`src/rtl/rtc_bus_sequencer.sv`:
```
// Sequences one address+data transaction on the RTC multiplexed parallel bus
// with programmable setup/pulse/hold/recovery timing; all outputs registered.
module rtc_bus_sequencer #(
  parameter int unsigned T_SETUP = 2,
  parameter int unsigned T_PULSE = 4,
  parameter int unsigned T_HOLD  = 2,
  parameter int unsigned T_GAP   = 2,
  parameter int unsigned CNT_W   = 4
) (
  input  logic       clk,
  input  logic       reset,
  input  logic       start,
  input  logic       wr_nrd,
  input  logic [7:0] addr,
  input  logic [7:0] wdata,
  output logic       busy,
  output logic       done,
  output logic [7:0] rdata,
  output logic [7:0] ad_out,
  output logic       ad_oe,
  input  logic [7:0] ad_in,
  output logic       a_d,
  output logic       cs,
  output logic       rd,
  output logic       wr
);

  // A programmed duration of 0 behaves as 1; the timer is loaded with duration-1.
  localparam int unsigned SETUP_EFF = (T_SETUP == 0) ? 1 : T_SETUP;
  localparam int unsigned PULSE_EFF = (T_PULSE == 0) ? 1 : T_PULSE;
  localparam int unsigned HOLD_EFF  = (T_HOLD  == 0) ? 1 : T_HOLD;
  localparam int unsigned GAP_EFF   = (T_GAP   == 0) ? 1 : T_GAP;
  localparam logic [CNT_W-1:0] LD_SETUP = CNT_W'(SETUP_EFF - 1);
  localparam logic [CNT_W-1:0] LD_PULSE = CNT_W'(PULSE_EFF - 1);
  localparam logic [CNT_W-1:0] LD_HOLD  = CNT_W'(HOLD_EFF - 1);
  localparam logic [CNT_W-1:0] LD_GAP   = CNT_W'(GAP_EFF - 1);

  typedef enum logic [2:0] {
    S_IDLE,
    S_ADDR_SETUP,
    S_ADDR_PULSE,
    S_ADDR_HOLD,
    S_DATA_SETUP,
    S_DATA_PULSE,
    S_DATA_HOLD,
    S_RECOVER
  } state_t;

  state_t           state, state_d;
  logic [CNT_W-1:0] timer, timer_d;
  logic             op_wr, op_wr_d;
  logic [7:0]       op_addr, op_addr_d;
  logic [7:0]       op_wdata, op_wdata_d;
  logic [7:0]       rdata_d, ad_out_d;
  logic             busy_d, done_d, ad_oe_d, a_d_d, cs_d, rd_d, wr_d;

  always_ff @(posedge clk or posedge reset) begin
    if (reset) begin
      state    <= S_IDLE;
      timer    <= '0;
      op_wr    <= 1'b0;
      op_addr  <= 8'h00;
      op_wdata <= 8'h00;
      rdata    <= 8'h00;
      busy     <= 1'b0;
      done     <= 1'b0;
      ad_out   <= 8'h00;
      ad_oe    <= 1'b0;
      a_d      <= 1'b1;
      cs       <= 1'b1;
      rd       <= 1'b1;
      wr       <= 1'b1;
    end else begin
      state    <= state_d;
      timer    <= timer_d;
      op_wr    <= op_wr_d;
      op_addr  <= op_addr_d;
      op_wdata <= op_wdata_d;
      rdata    <= rdata_d;
      busy     <= busy_d;
      done     <= done_d;
      ad_out   <= ad_out_d;
      ad_oe    <= ad_oe_d;
      a_d      <= a_d_d;
      cs       <= cs_d;
      rd       <= rd_d;
      wr       <= wr_d;
    end
  end

  // Next state/timer, then the bus image of the next state so outputs are registered.
  always_comb begin
    state_d    = state;
    timer_d    = timer;
    op_wr_d    = op_wr;
    op_addr_d  = op_addr;
    op_wdata_d = op_wdata;
    rdata_d    = rdata;
    done_d     = 1'b0;

    if (state == S_IDLE) begin
      timer_d = '0;
      if (start) begin
        state_d    = S_ADDR_SETUP;
        timer_d    = LD_SETUP;
        op_wr_d    = wr_nrd;
        op_addr_d  = addr;
        op_wdata_d = wdata;
      end
    end else if (timer != '0) begin
      timer_d = timer - CNT_W'(1);
    end else begin
      case (state)
        S_ADDR_SETUP: begin state_d = S_ADDR_PULSE; timer_d = LD_PULSE; end
        S_ADDR_PULSE: begin state_d = S_ADDR_HOLD;  timer_d = LD_HOLD;  end
        S_ADDR_HOLD:  begin state_d = S_DATA_SETUP; timer_d = LD_SETUP; end
        S_DATA_SETUP: begin state_d = S_DATA_PULSE; timer_d = LD_PULSE; end
        S_DATA_PULSE: begin
          state_d = S_DATA_HOLD;
          timer_d = LD_HOLD;
          if (!op_wr) rdata_d = ad_in;
        end
        S_DATA_HOLD:  begin state_d = S_RECOVER;    timer_d = LD_GAP;   end
        S_RECOVER: begin
          state_d = S_IDLE;
          timer_d = '0;
          done_d  = 1'b1;
        end
        default: begin state_d = S_IDLE; timer_d = '0; end
      endcase
    end

    busy_d   = (state_d != S_IDLE);
    a_d_d    = 1'b1;
    cs_d     = 1'b1;
    rd_d     = 1'b1;
    wr_d     = 1'b1;
    ad_oe_d  = 1'b0;
    ad_out_d = ad_out;
    // ad_out only moves in setup states, where cs is high on both sides of the edge.
    case (state_d)
      S_ADDR_SETUP: begin a_d_d = 1'b0; ad_oe_d = 1'b1; ad_out_d = op_addr_d; end
      S_ADDR_PULSE: begin a_d_d = 1'b0; ad_oe_d = 1'b1; cs_d = 1'b0; wr_d = 1'b0; end
      S_ADDR_HOLD:  begin a_d_d = 1'b0; ad_oe_d = 1'b1; end
      S_DATA_SETUP: begin
        ad_oe_d = op_wr_d;
        if (op_wr_d) ad_out_d = op_wdata_d;
      end
      S_DATA_PULSE: begin
        cs_d    = 1'b0;
        ad_oe_d = op_wr_d;
        wr_d    = ~op_wr_d;
        rd_d    = op_wr_d;
      end
      S_DATA_HOLD:  ad_oe_d = op_wr_d;
      default: ;
    endcase
  end

endmodule

```
`config.mk`:
```
export PLATFORM = sky130hd
export DESIGN_NAME = rtc_bus_sequencer
export DESIGN_NICKNAME = d
export VERILOG_FILES = /design/src/rtl/rtc_bus_sequencer.sv
export SDC_FILE = /design/constraint.sdc
export NUM_CORES = 1
export LEC_CHECK = 0
export CAP_MARGIN = 20
export CELL_PAD_IN_SITES_DETAIL_PLACEMENT = 1
export CELL_PAD_IN_SITES_GLOBAL_PLACEMENT = 2
export CORE_MARGIN = 1
export CORE_UTILIZATION = 35
export CTS_CLUSTER_SIZE = 24
export DETAILED_ROUTE_END_ITERATION = 8
export PLACE_DENSITY_LB_ADDON = 0.3
export SLEW_MARGIN = 20
export SYNTH_ARGS = -nofsm -noshare
export SYNTH_HDL_FRONTEND = slang
export SYNTH_SLANG_ARGS = --single-unit
```
`constraint.sdc`:
```
create_clock -name clk -period 4 [get_ports clk]
set_clock_uncertainty 0.15 [all_clocks]
set_input_delay 0.8 -clock clk [delete_from_list [all_inputs] [get_ports clk]]
set_output_delay 0.8 -clock clk [all_outputs]
set_load 0.02 [all_outputs]
```
==> results of run 1 <==
-- cells in the final DEF, fill, tap and decap left out, types with 2 or more instances in the layout --
cell type | synthesis | layout
dfstp_2 | 4 | 4
nand2_1 | 2 | 2
ha_1 | 2 | 2
o21ai_0 | 3 | 3
nand4bb_1 | 2 | 2
clkdlybuf4s50_1 | 0 | 50
buf_4 | 0 | 3
dfrtp_1 | 43 | 43
a21oi_1 | 5 | 5
nor2_1 | 6 | 6
xnor2_1 | 4 | 4
nor3_1 | 3 | 3
o21bai_1 | 2 | 2
clkbuf_8 | 0 | 6
nor3b_1 | 2 | 2
nand3_1 | 3 | 3
mux2_2 | 26 | 26
inv_1 | 14 | 13
mux2i_1 | 16 | 16
or3_1 | 2 | 2
-- path summary, 6_finish.rpt --
path	end	cells after the start	slack, ps
worst max-delay path	ad_out[6]$_DFFE_PP0P_	6	1230
worst min-delay path	op_addr[5]$_DFF_PP0_	1	360
worst max register to register	ad_out[6]$_DFFE_PP0P_	7	1390
worst min register to register	op_addr[5]$_DFF_PP0_	1	360
max in group asynchronous	timer[1]$_DFF_PP0_	3	2510
min in group asynchronous	op_addr[4]$_DFF_PP0_	2	690
-- worst max-delay path, cell delays in order --
cell             delay, ps
clkdlybuf4s50_1        530
nor4b_4                250
buf_4                  310
mux2_2                 390
mux2_2                 270
mux2_4                 250
-- area by class of cell --
cell class,count,share of cell area
flip-flops and latches,47,0.4175
multi-input cells,93,0.2946
repair buffers,54,0.1946
well taps,72,0.03184
clock buffers,6,0.02919
inverters,14,0.01858
clock inverters,2,0.01371
-- where the power goes --
part | leakage (uW) | total, uW | switching, uW | internal [uW]
logic | 0.000614 | 1110 | 540 | 570
registers | 0.000550 | 897 | 173 | 724
clock network | 0.0000618 | 372 | 166 | 206
total | 0.00123 | 2380 | 879 | 1500
-- state kept, by name, indices dropped and copies added (netlist names) --
name,count
busy,1
op_addr,8
done,1
a_d,1
state,3
op_wdata,8
op_wr,1
ad_oe,1
cs,1
rdata,8
timer,4
rd,1
wr,1
ad_out,8
-- stage by stage --
| step | hold slack (ps) | power, uW | setup WS (ps) |
|---|---|---|---|
| detailed placement | 339.2 | 2024 | 915.4 |
| CTS | 360.6 | 2403 | 1238 |
| global route | 373.2 | 2545 | 1140 |
| floorplan | 318.1 | 1604 | 1413 |
| global placement | 328.2 | 1957 | 985.6 |
| finish | 357.2 | 2378 | 1228 |
-- kinds of logic (layout without fill, tap and decap cells) --
family          after synthesis  in the layout  synth area share
compound gates               18             18           0.06306
xor+xnor                      4              4           0.01666
fa+ha+maj                     2              2           0.01190
buf+inv                      21             76           0.04223
flops                        47             47            0.5616
mux                          43             43            0.2225
simple gates                 26             26           0.08209
-- metal layers --
layer	share of wire	routed length, um
met3	0.031	148
met1	0.41	1978
met4	0.024	114
met2	0.53	2562
met5	0	0
==> reports/qor.csv, run 1 <==
stage;metric;value;unit
synthesis;Distinct cells, synth;35;
global_routing;largest net degree at the start of global routing;48;
finish;layout cells sized above 1;0.2176;
synthesis;syn avg cell area;13.06;um2
die;# IOs;51;
sta;Final Critical Period;2772;ps
global_routing;number of global-route vias before repair;1623;
clock_tree;CTS buffer count;5;
sta;RSZ-0062 raised after global routing;no;
setup_path;CP required;4040;ps
setup_path;reg2reg start;timer[0]$_DFF_PP0_;
drt;initial DRC count;53;
min_path;Hold Crit Start;op_addr[5]$_DFF_PP0_;
clock_tree;CTS HTree Levels;2;
power;Max IR drop VDD;0.0003310;V
placed_design;DP HPWL;3.408;mm
sta;Slew @ Worst Pin;679.1;ps
synthesis;yosys warns;0;
synthesis;Post-synth EDFFs;0;
synthesis;Yosys reg bits;47;
die;Die Y;79.52;um
finish;design area;2829;um2
finish;# nets final;245;
clock_tree;CTS Hold Buffers Added;0;
clock_tree;Post-CTS Setup Bufs;0;
die;starting density of the core;0.3728;
clock_tree;CTS tree;built;
finish;Area Overhead vs Synth;34.50;%
sta;setup violators final;0;
clock_tree;Reg clk slew, reported paths;100;ps
setup_path;crit path from;start;
clock_tree;CTS max path bufs;2;
outcome;status;complete, no violations;
clock_tree;worst-skew pair later-pin latency;300;ps
synthesis;Cells after Synth;161;
synthesis;Yosys top cell by area;dfrtp_1;
drt;Post-Route WL;4.803;mm
drt;vias;1423;
finish;FILL cells;583;
die;Rows;27;
synthesis;Yosys top cell area share;0.5116;
drt;drt drc;0;
placed_design;placed cells;279;
finish;Sequential cell area;1181;um2
power;Leak;0.001225;uW
clock_tree;clk sinks;47;
sta;Slew Limit Headroom;0.5462;
sta;Tcrit/Tclk final;0.6930;
finish;antenna cells;0;
power;Pwr Density;840.7;nW/um2
setup_path;Critical Path Start Type;input pin;
finish;Final Util;0.5014;
synthesis;count leader, synth;dfrtp_1;
sta;count of pins over their slew limit;0;
global_routing;first-pass GRT wire length;8.135;mm
global_routing;met3 usage;0.03543;
setup_path;Max FO, Critical Path;17;
global_routing;grt total ovfl;0;
placed_design;PortBufs;50;
synthesis;Post-Syn Area;2103;um2
sta;max frequency;360.7;MHz
drt;DRT antenna net count;0;
global_routing;routing usage on met2;0.3000;
clock_tree;Clock Tree Root;clkbuf_8;
synthesis;Post-Syn Nets;191;
drt;Initial DRT Pass Iterations;4;
sta;Final Hold Vio Count;0;
synthesis;Main synth FF type;dfrtp_1;
die;die width;79.52;um
die;die footprint;6323;um2
setup_path;Worst Setup End Kind;flop;
die;core area;5642;um2
synthesis;commonest cells in the netlist;43 x dfrtp_1, 26 x mux2_2, 16 x mux2i_1;
global_routing;initial antenna violation count;0;
synthesis;sequential element share of the synthesized area;0.5616;
global_routing;gr busiest metal;met2;
drt;drt wl/cell;16.68;um
global_routing;Overall Global Routing Usage;0.1731;
drt;Vias/cell;4.941;
setup_path;Arr. time, crit path;2810;ps
clock_tree;Resized Gates After CTS;0;
placed_design;gpl congestion;0.7287;
placed_design;Cell Area, Placed;2680;um2
setup_path;WS Path Type;input pin to flop;
synthesis;top cells by area, synth;dfrtp_1 51%, mux2_2 14%, mux2i_1 7.6%;
synthesis;Synth async-reset ratio;1.000;
min_path;Hold/Removal Path Class;flop to flop;
global_routing;grt met1 use;0.2048;
job;Max-Cap Viols;0;
finish;Multi-input gate area;833.3;um2
finish;final non-filler cell total;288;
sta;setup TNS;0;ps
(Power assumes the default switching activity.)
==> run 2: changes to the inputs <==
--- a/config.mk
+++ b/config.mk
@@ -9,7 +9,7 @@
 export CELL_PAD_IN_SITES_DETAIL_PLACEMENT = 1
 export CELL_PAD_IN_SITES_GLOBAL_PLACEMENT = 2
 export CORE_MARGIN = 1
-export CORE_UTILIZATION = 35
+export CORE_UTILIZATION = 29
 export CTS_CLUSTER_SIZE = 24
 export DETAILED_ROUTE_END_ITERATION = 8
 export PLACE_DENSITY_LB_ADDON = 0.3
==> constraint.sdc (replaced) <==
create_clock -name clk -period 2.45 [get_ports clk]
set_clock_uncertainty 0.15 [all_clocks]
set_input_delay 0.49 -clock clk [delete_from_list [all_inputs] [get_ports clk]]
set_output_delay 0.49 -clock clk [all_outputs]
set_load 0.02 [all_outputs]
==> reports/qor.csv, run 2 (synthesized netlist as in run 1, its figures left out) <==
stage;metric;value;unit;change
global_routing;initial antenna violation count;0;;unchanged
die;Die Y;87.16;um;+9.6%
sta;Final Hold Vio Count;0;;unchanged
setup_path;register-to-register setup slack;200;ps;-1190 ps
setup_path;Worst Path Buf+Inv;2;;unchanged
clock_tree;Resized Gates After CTS;0;;unchanged
setup_path;crit-path cells;inv_1, ha_1, nor3b_2, buf_4, mux2i_2, mux2_2, mux2_4;;
clock_tree;CTS buffer count;5;;unchanged
min_path;Hold Crit Start;op_wdata[4]$_DFF_PP0_;;
drt;vias;1463;;+2.8%
sta;Slew Limit Headroom;0.6604;;+0.1142
power;Max IR drop VDD;0.0004997;V;+51%
clock_tree;Clock Tree Root;clkbuf_8;;
min_path;Hold EP;op_wdata[4]$_DFF_PP0_;;
clock_tree;CTS tree;built;;
clock_tree;CTS HTree Levels;2;;unchanged
die;starting density of the core;0.3045;;-0.06828
global_routing;Overall Global Routing Usage;0.1363;;-0.03683
setup_path;reg2reg start;timer[0]$_DFF_PP0_;;
clock_tree;Post-CTS Setup Bufs;0;;unchanged
setup_path;Reg2Reg Capture Point;ad_out[6]$_DFFE_PP0P_;;
drt;Post-Route WL;4.522;mm;-5.9%
setup_path;Crit path max-delay family;multiplexers;;
min_path;Hold Path Stages;1;;unchanged
finish;Final Util;0.4246;;-0.07680
clock_tree;worst-skew pair later-pin latency;300;ps;about the same
setup_path;Critical Path Start Type;flop;;
die;die width;87.16;um;+9.6%
sta;max frequency;444.2;MHz;
min_path;Hold/Removal Path Class;flop to flop;;
die;# IOs;51;;unchanged
drt;Initial DRT Pass Iterations;2;;-2
setup_path;Arr. time, crit path;2290;ps;-520 ps
setup_path;r2r worst-path depth;7;;unchanged
clock_tree;CTS Hold Buffers Added;0;;unchanged
finish;antenna cells;0;;unchanged
job;Max-Cap Viols;0;;unchanged
sta;Final Critical Period;2251;ps;
finish;Area Overhead vs Synth;39.44;%;
placed_design;PortBufs;50;;unchanged
clock_tree;CTS max path bufs;2;;unchanged
placed_design;DP HPWL;3.355;mm;-1.6%
setup_path;slowest CP cell;dfrtp_1;;
clock_tree;clk sinks;47;;unchanged
sta;RSZ-0062 raised after global routing;no;;
finish;# nets final;257;;+4.9%
setup_path;Max FO, Critical Path;4;;-13
global_routing;first-pass GRT wire length;7.845;mm;-3.6%
sta;Tcrit/Tclk final;0.9188;;
sta;Slew @ Worst Pin;505.6;ps;-173.5 ps
setup_path;CP required;2490;ps;-1550 ps
global_routing;grt total ovfl;0;;unchanged
global_routing;number of global-route vias before repair;1541;;-5.1%
drt;drt wl/cell;13.96;um;-16%
finish;layout cells sized above 1;0.2675;;+0.04995
drt;DRT antenna net count;0;;unchanged
placed_design;gpl congestion;0.6585;;-9.6%
sta;setup violators final;0;;unchanged
drt;drt drc;0;;unchanged
power;Pwr Density;1316;nW/um2;+57%
clock_tree;Reg clk slew, reported paths;90;ps;about the same
drt;initial DRC count;51;;-3.8%
die;core area;6907;um2;+22%
finish;most frequent cells in the layout;50 x clkdlybuf4s50_1, 43 x dfrtp_1, 26 x mux2_2;;
sta;count of pins over their slew limit;0;;unchanged
power;Leak;0.001272;uW;+3.8%
die;Rows;30;;+11%
setup_path;crit path from;timer[0]$_DFF_PP0_;;
setup_path;Worst Setup End Kind;flop;;
global_routing;largest net degree at the start of global routing;22;;-54%
finish;FILL cells;747;;+28%
finish;commonest non-fill, non-tap cell in the layout;clkdlybuf4s50_1;;
setup_path;WS Path Type;flop to flop;;
setup_path;Worst path max stage delay;380;ps;-150 ps
drt;Vias/cell;4.515;;-8.6%
sta;Fin Hold WS;351.5;ps;-5.706 ps
outcome;status;complete, no violations;;
die;die footprint;7597;um2;+20%
[run 2: how the worst max path moves through the flow]
stage,cells after the start,endpoint
after detailed placement,6,ad_out[6]$_DFFE_PP0P_
after global routing,7,ad_out[6]$_DFFE_PP0P_
after floorplan,6,ad_out[6]$_DFFE_PP0P_
after CTS,7,ad_out[6]$_DFFE_PP0P_
final,7,ad_out[6]$_DFFE_PP0P_
after global placement,6,ad_out[6]$_DFFE_PP0P_
[run 2: layout make-up]
type                    count  area, um2  area share
flip-flops and latches     47       1181      0.4027
multi-input cells          93      842.1      0.2871
repair buffers             66      633.1      0.2159
well taps                  96      120.1     0.04096
clock buffers               7      96.34     0.03285
inverters                  14      52.55     0.01792
clock inverters             1      7.507    0.002560
[run 2: where the power goes]
group | total (uW) | switching (uW) | internal, uW
Clock | 514 | 257 | 257
Sequential | 1360 | 180 | 1180
Combinational | 1980 | 961 | 1020
[run 2: per-stage QoR]
step	TNS (ps)	power, uW	worst slack (ps)	area, um2	cells
finish	0	3860	199.0	2933	324
global route	0	4158	79.37	2933	324
CTS	0	3914	51.05	2928	324
detailed placement	-197.2	3377	-56.09	2824	316
global placement	-40.70	3344	-40.70	2824	316
floorplan	0	2625	4.416	2107	161
[run 2: per-layer routing]
| metal | vias up | track usage | share of wire |
|---|---|---|---|
| met4 | 0 | 0.04024 | 0.013 |
| met1 | 736 | 0.1870 | 0.47 |
| li1 | 689 | - | - |
| met3 | 8 | 0.03033 | 0.033 |
| met5 | - | 0 | 0 |
| met2 | 30 | 0.2162 | 0.48 |
==> run 3: changes to the inputs <==
--- a/config.mk
+++ b/config.mk
@@ -9,11 +9,11 @@
 export CELL_PAD_IN_SITES_DETAIL_PLACEMENT = 1
 export CELL_PAD_IN_SITES_GLOBAL_PLACEMENT = 2
 export CORE_MARGIN = 1
-export CORE_UTILIZATION = 29
+export CORE_UTILIZATION = 32
 export CTS_CLUSTER_SIZE = 24
 export DETAILED_ROUTE_END_ITERATION = 8
 export PLACE_DENSITY_LB_ADDON = 0.3
-export SLEW_MARGIN = 20
+export SLEW_MARGIN = 40
 export SYNTH_ARGS = -nofsm -noshare
 export SYNTH_HDL_FRONTEND = slang
 export SYNTH_SLANG_ARGS = --single-unit
==> constraint.sdc (replaced) <==
create_clock -name clk -period 2.4 [get_ports clk]
set_clock_uncertainty 0.15 [all_clocks]
set_input_delay 0.48 -clock clk [delete_from_list [all_inputs] [get_ports clk]]
set_output_delay 0.48 -clock clk [all_outputs]
set_load 0.02 [all_outputs]
==> reports/qor.csv, run 3 (synthesized netlist as in run 1, its figures left out) <==
stage;metric;value;unit;change
min_path;Hold/Removal Path Class;flop to flop;;
placed_design;gpl congestion;0.7912;;+20%
drt;Vias/cell;4.822;;+6.8%
setup_path;reg2reg start;timer[0]$_DFF_PP0_;;
setup_path;Worst Setup End Kind;flop;;
global_routing;number of global-route vias before repair;1674;;+8.6%
global_routing;largest net degree at the start of global routing;48;;+120%
clock_tree;CTS Hold Buffers Added;0;;unchanged
drt;Post-Route WL;4.686;mm;+3.6%
setup_path;CP required;2470;ps;-20 ps
die;Rows;29;;-3.3%
clock_tree;worst-skew pair later-pin latency;290;ps;about the same
global_routing;first-pass GRT wire length;8.300;mm;+5.8%
clock_tree;clk sinks;47;;unchanged
clock_tree;CTS HTree Levels;2;;unchanged
clock_tree;CTS max path bufs;2;;unchanged
clock_tree;Clock Tree Root;clkbuf_8;;
die;starting density of the core;0.3312;;+0.02670
clock_tree;CTS buffer count;5;;unchanged
finish;layout cells sized above 1;0.2643;;-0.003227
placed_design;DP HPWL;3.479;mm;+3.7%
global_routing;Overall Global Routing Usage;0.1511;;+0.01487
die;# IOs;51;;unchanged
die;Die Y;83.07;um;-4.7%
power;Final Total Pwr;3971;uW;+2.9%
power;Max IR drop VDD;0.0005150;V;+3.1%
sta;max frequency;449.4;MHz;+1.2%
sta;RSZ-0062 raised after global routing;no;;
sta;setup violators final;0;;unchanged
setup_path;Reg2Reg Capture Point;ad_out[1]$_DFFE_PP0P_;;
finish;# nets final;256;;-0.39%
min_path;Hold Crit Start;op_addr[6]$_DFF_PP0_;;
sta;count of pins over their slew limit;0;;unchanged
clock_tree;CTS tree;built;;
outcome;status;complete, no violations;;
finish;FILL cells;669;;-10%
drt;drt wl/cell;15.41;um;+10%
power;Leak;0.001270;uW;-0.21%
global_routing;initial antenna violation count;0;;unchanged
setup_path;WS Path Type;flop to flop;;
sta;Fin Hold WS;349.7;ps;-1.829 ps
die;die footprint;6901;um2;-9.2%
setup_path;Arr. time, crit path;2290;ps;about the same
sta;Slew @ Worst Pin;428.0;ps;-77.59 ps
global_routing;grt total ovfl;0;;unchanged
drt;drt drc;0;;unchanged
drt;vias;1466;;+0.21%
setup_path;register-to-register setup slack;170;ps;-20 ps
finish;antenna cells;0;;unchanged
sta;Slew Limit Headroom;0.7125;;+0.05212
drt;Initial DRT Pass Iterations;4;;+2
finish;commonest non-fill, non-tap cell in the layout;clkdlybuf4s50_1;;
setup_path;Critical Path Start Type;flop;;
die;die width;83.07;um;-4.7%
placed_design;PortBufs;50;;unchanged
sta;Final Critical Period;2225;ps;-26.00 ps
drt;initial DRC count;63;;+24%
finish;Area Overhead vs Synth;38.43;%;
finish;most frequent cells in the layout;50 x clkdlybuf4s50_1, 43 x dfrtp_1, 26 x mux2_2;;
clock_tree;Reg clk slew, reported paths;80;ps;about the same
job;Max-Cap Viols;0;;unchanged
drt;DRT antenna net count;0;;unchanged
power;Pwr Density;1364;nW/um2;+3.6%
die;core area;6350;um2;-8.1%
setup_path;r2r worst-path depth;7;;unchanged
setup_path;Max FO, Critical Path;7;;+3
sta;Tcrit/Tclk final;0.9271;;+0.008309
sta;Final Hold Vio Count;0;;unchanged
setup_path;crit path from;timer[0]$_DFF_PP0_;;
setup_path;CP endpoint;ad_out[1]$_DFFE_PP0P_;;
-- run 3: cell count changes in the layout (fill, tap and decap cells not counted) --
cell | previous run | this run
buf_4 | 15 | 13
nor3b_4 | 0 | 1
nor3b_2 | 1 | 0
buf_6 | 0 | 1
-- run 3: critical path, stage by stage (launching register included) --
cell and delay, ps:
dfrtp_1 380, inv_1 100, ha_1 220, nor3b_4 330
nand3_1 220, o311ai_4 360, buf_6 200, mux2i_1 200
-- run 3: final cells by class --
| type | count | area [um2] | share of cell area |
|---|---|---|---|
| multi-input cells | 93 | 848.3 | 0.2914 |
| clock buffers | 7 | 96.34 | 0.03309 |
| inverters | 14 | 52.55 | 0.01805 |
| flip-flops and latches | 47 | 1181 | 0.4057 |
| clock inverters | 1 | 7.507 | 0.002578 |
| repair buffers | 65 | 629.4 | 0.2162 |
| well taps | 77 | 96.34 | 0.03309 |
-- run 3: worst min path at each step --
| stage | to | depth (start not counted) | slack (ps) |
|---|---|---|---|
| after floorplan | op_addr[6]$_DFF_PP0_ | 1 | 320 |
| after global placement | op_addr[6]$_DFF_PP0_ | 1 | 330 |
| after detailed placement | op_addr[6]$_DFF_PP0_ | 1 | 330 |
| after CTS | op_addr[6]$_DFF_PP0_ | 1 | 350 |
| after global routing | op_wdata[6]$_DFF_PP0_ | 1 | 370 |
| final | op_addr[6]$_DFF_PP0_ | 1 | 350 |
-- run 3: metrics by stage --
step | area, um2 | worst slack [ps] | cells | setup TNS (ps) | util
floorplan | 2112 | 86.97 | 161 | 0 | -
global placement | 2783 | -68.92 | 294 | -80.73 | 0.4382
detailed placement | 2783 | -96.40 | 294 | -518.6 | 0.4382
CTS | 2894 | 16.32 | 303 | 0 | 0.4558
global route | 2912 | 8.433 | 304 | 0 | 0.4585
finish | 2912 | 175.0 | 304 | 0 | 0.4585
-- run 3: metal layers --
| metal | part of all wire | track usage |
|---|---|---|
| met5 | 0 | 0 |
| met4 | 0.0090 | 0.04232 |
| met3 | 0.028 | 0.03082 |
| met2 | 0.52 | 0.2526 |
| met1 | 0.44 | 0.1990 |
-- run 3: power breakdown --
part,switching [uW],total (uW),internal (uW)
logic,990,2030,1040
clock network,256,518,262
registers,212,1420,1210
total,1460,3970,2510
-- run 3: repair_timing --
action,4_1_cts,5_1_grt
pin swaps,1,0
setup buffers,1,1
gates cloned,0,0
gates resized for setup,0,2
endpoints found under the setup margin,5,8
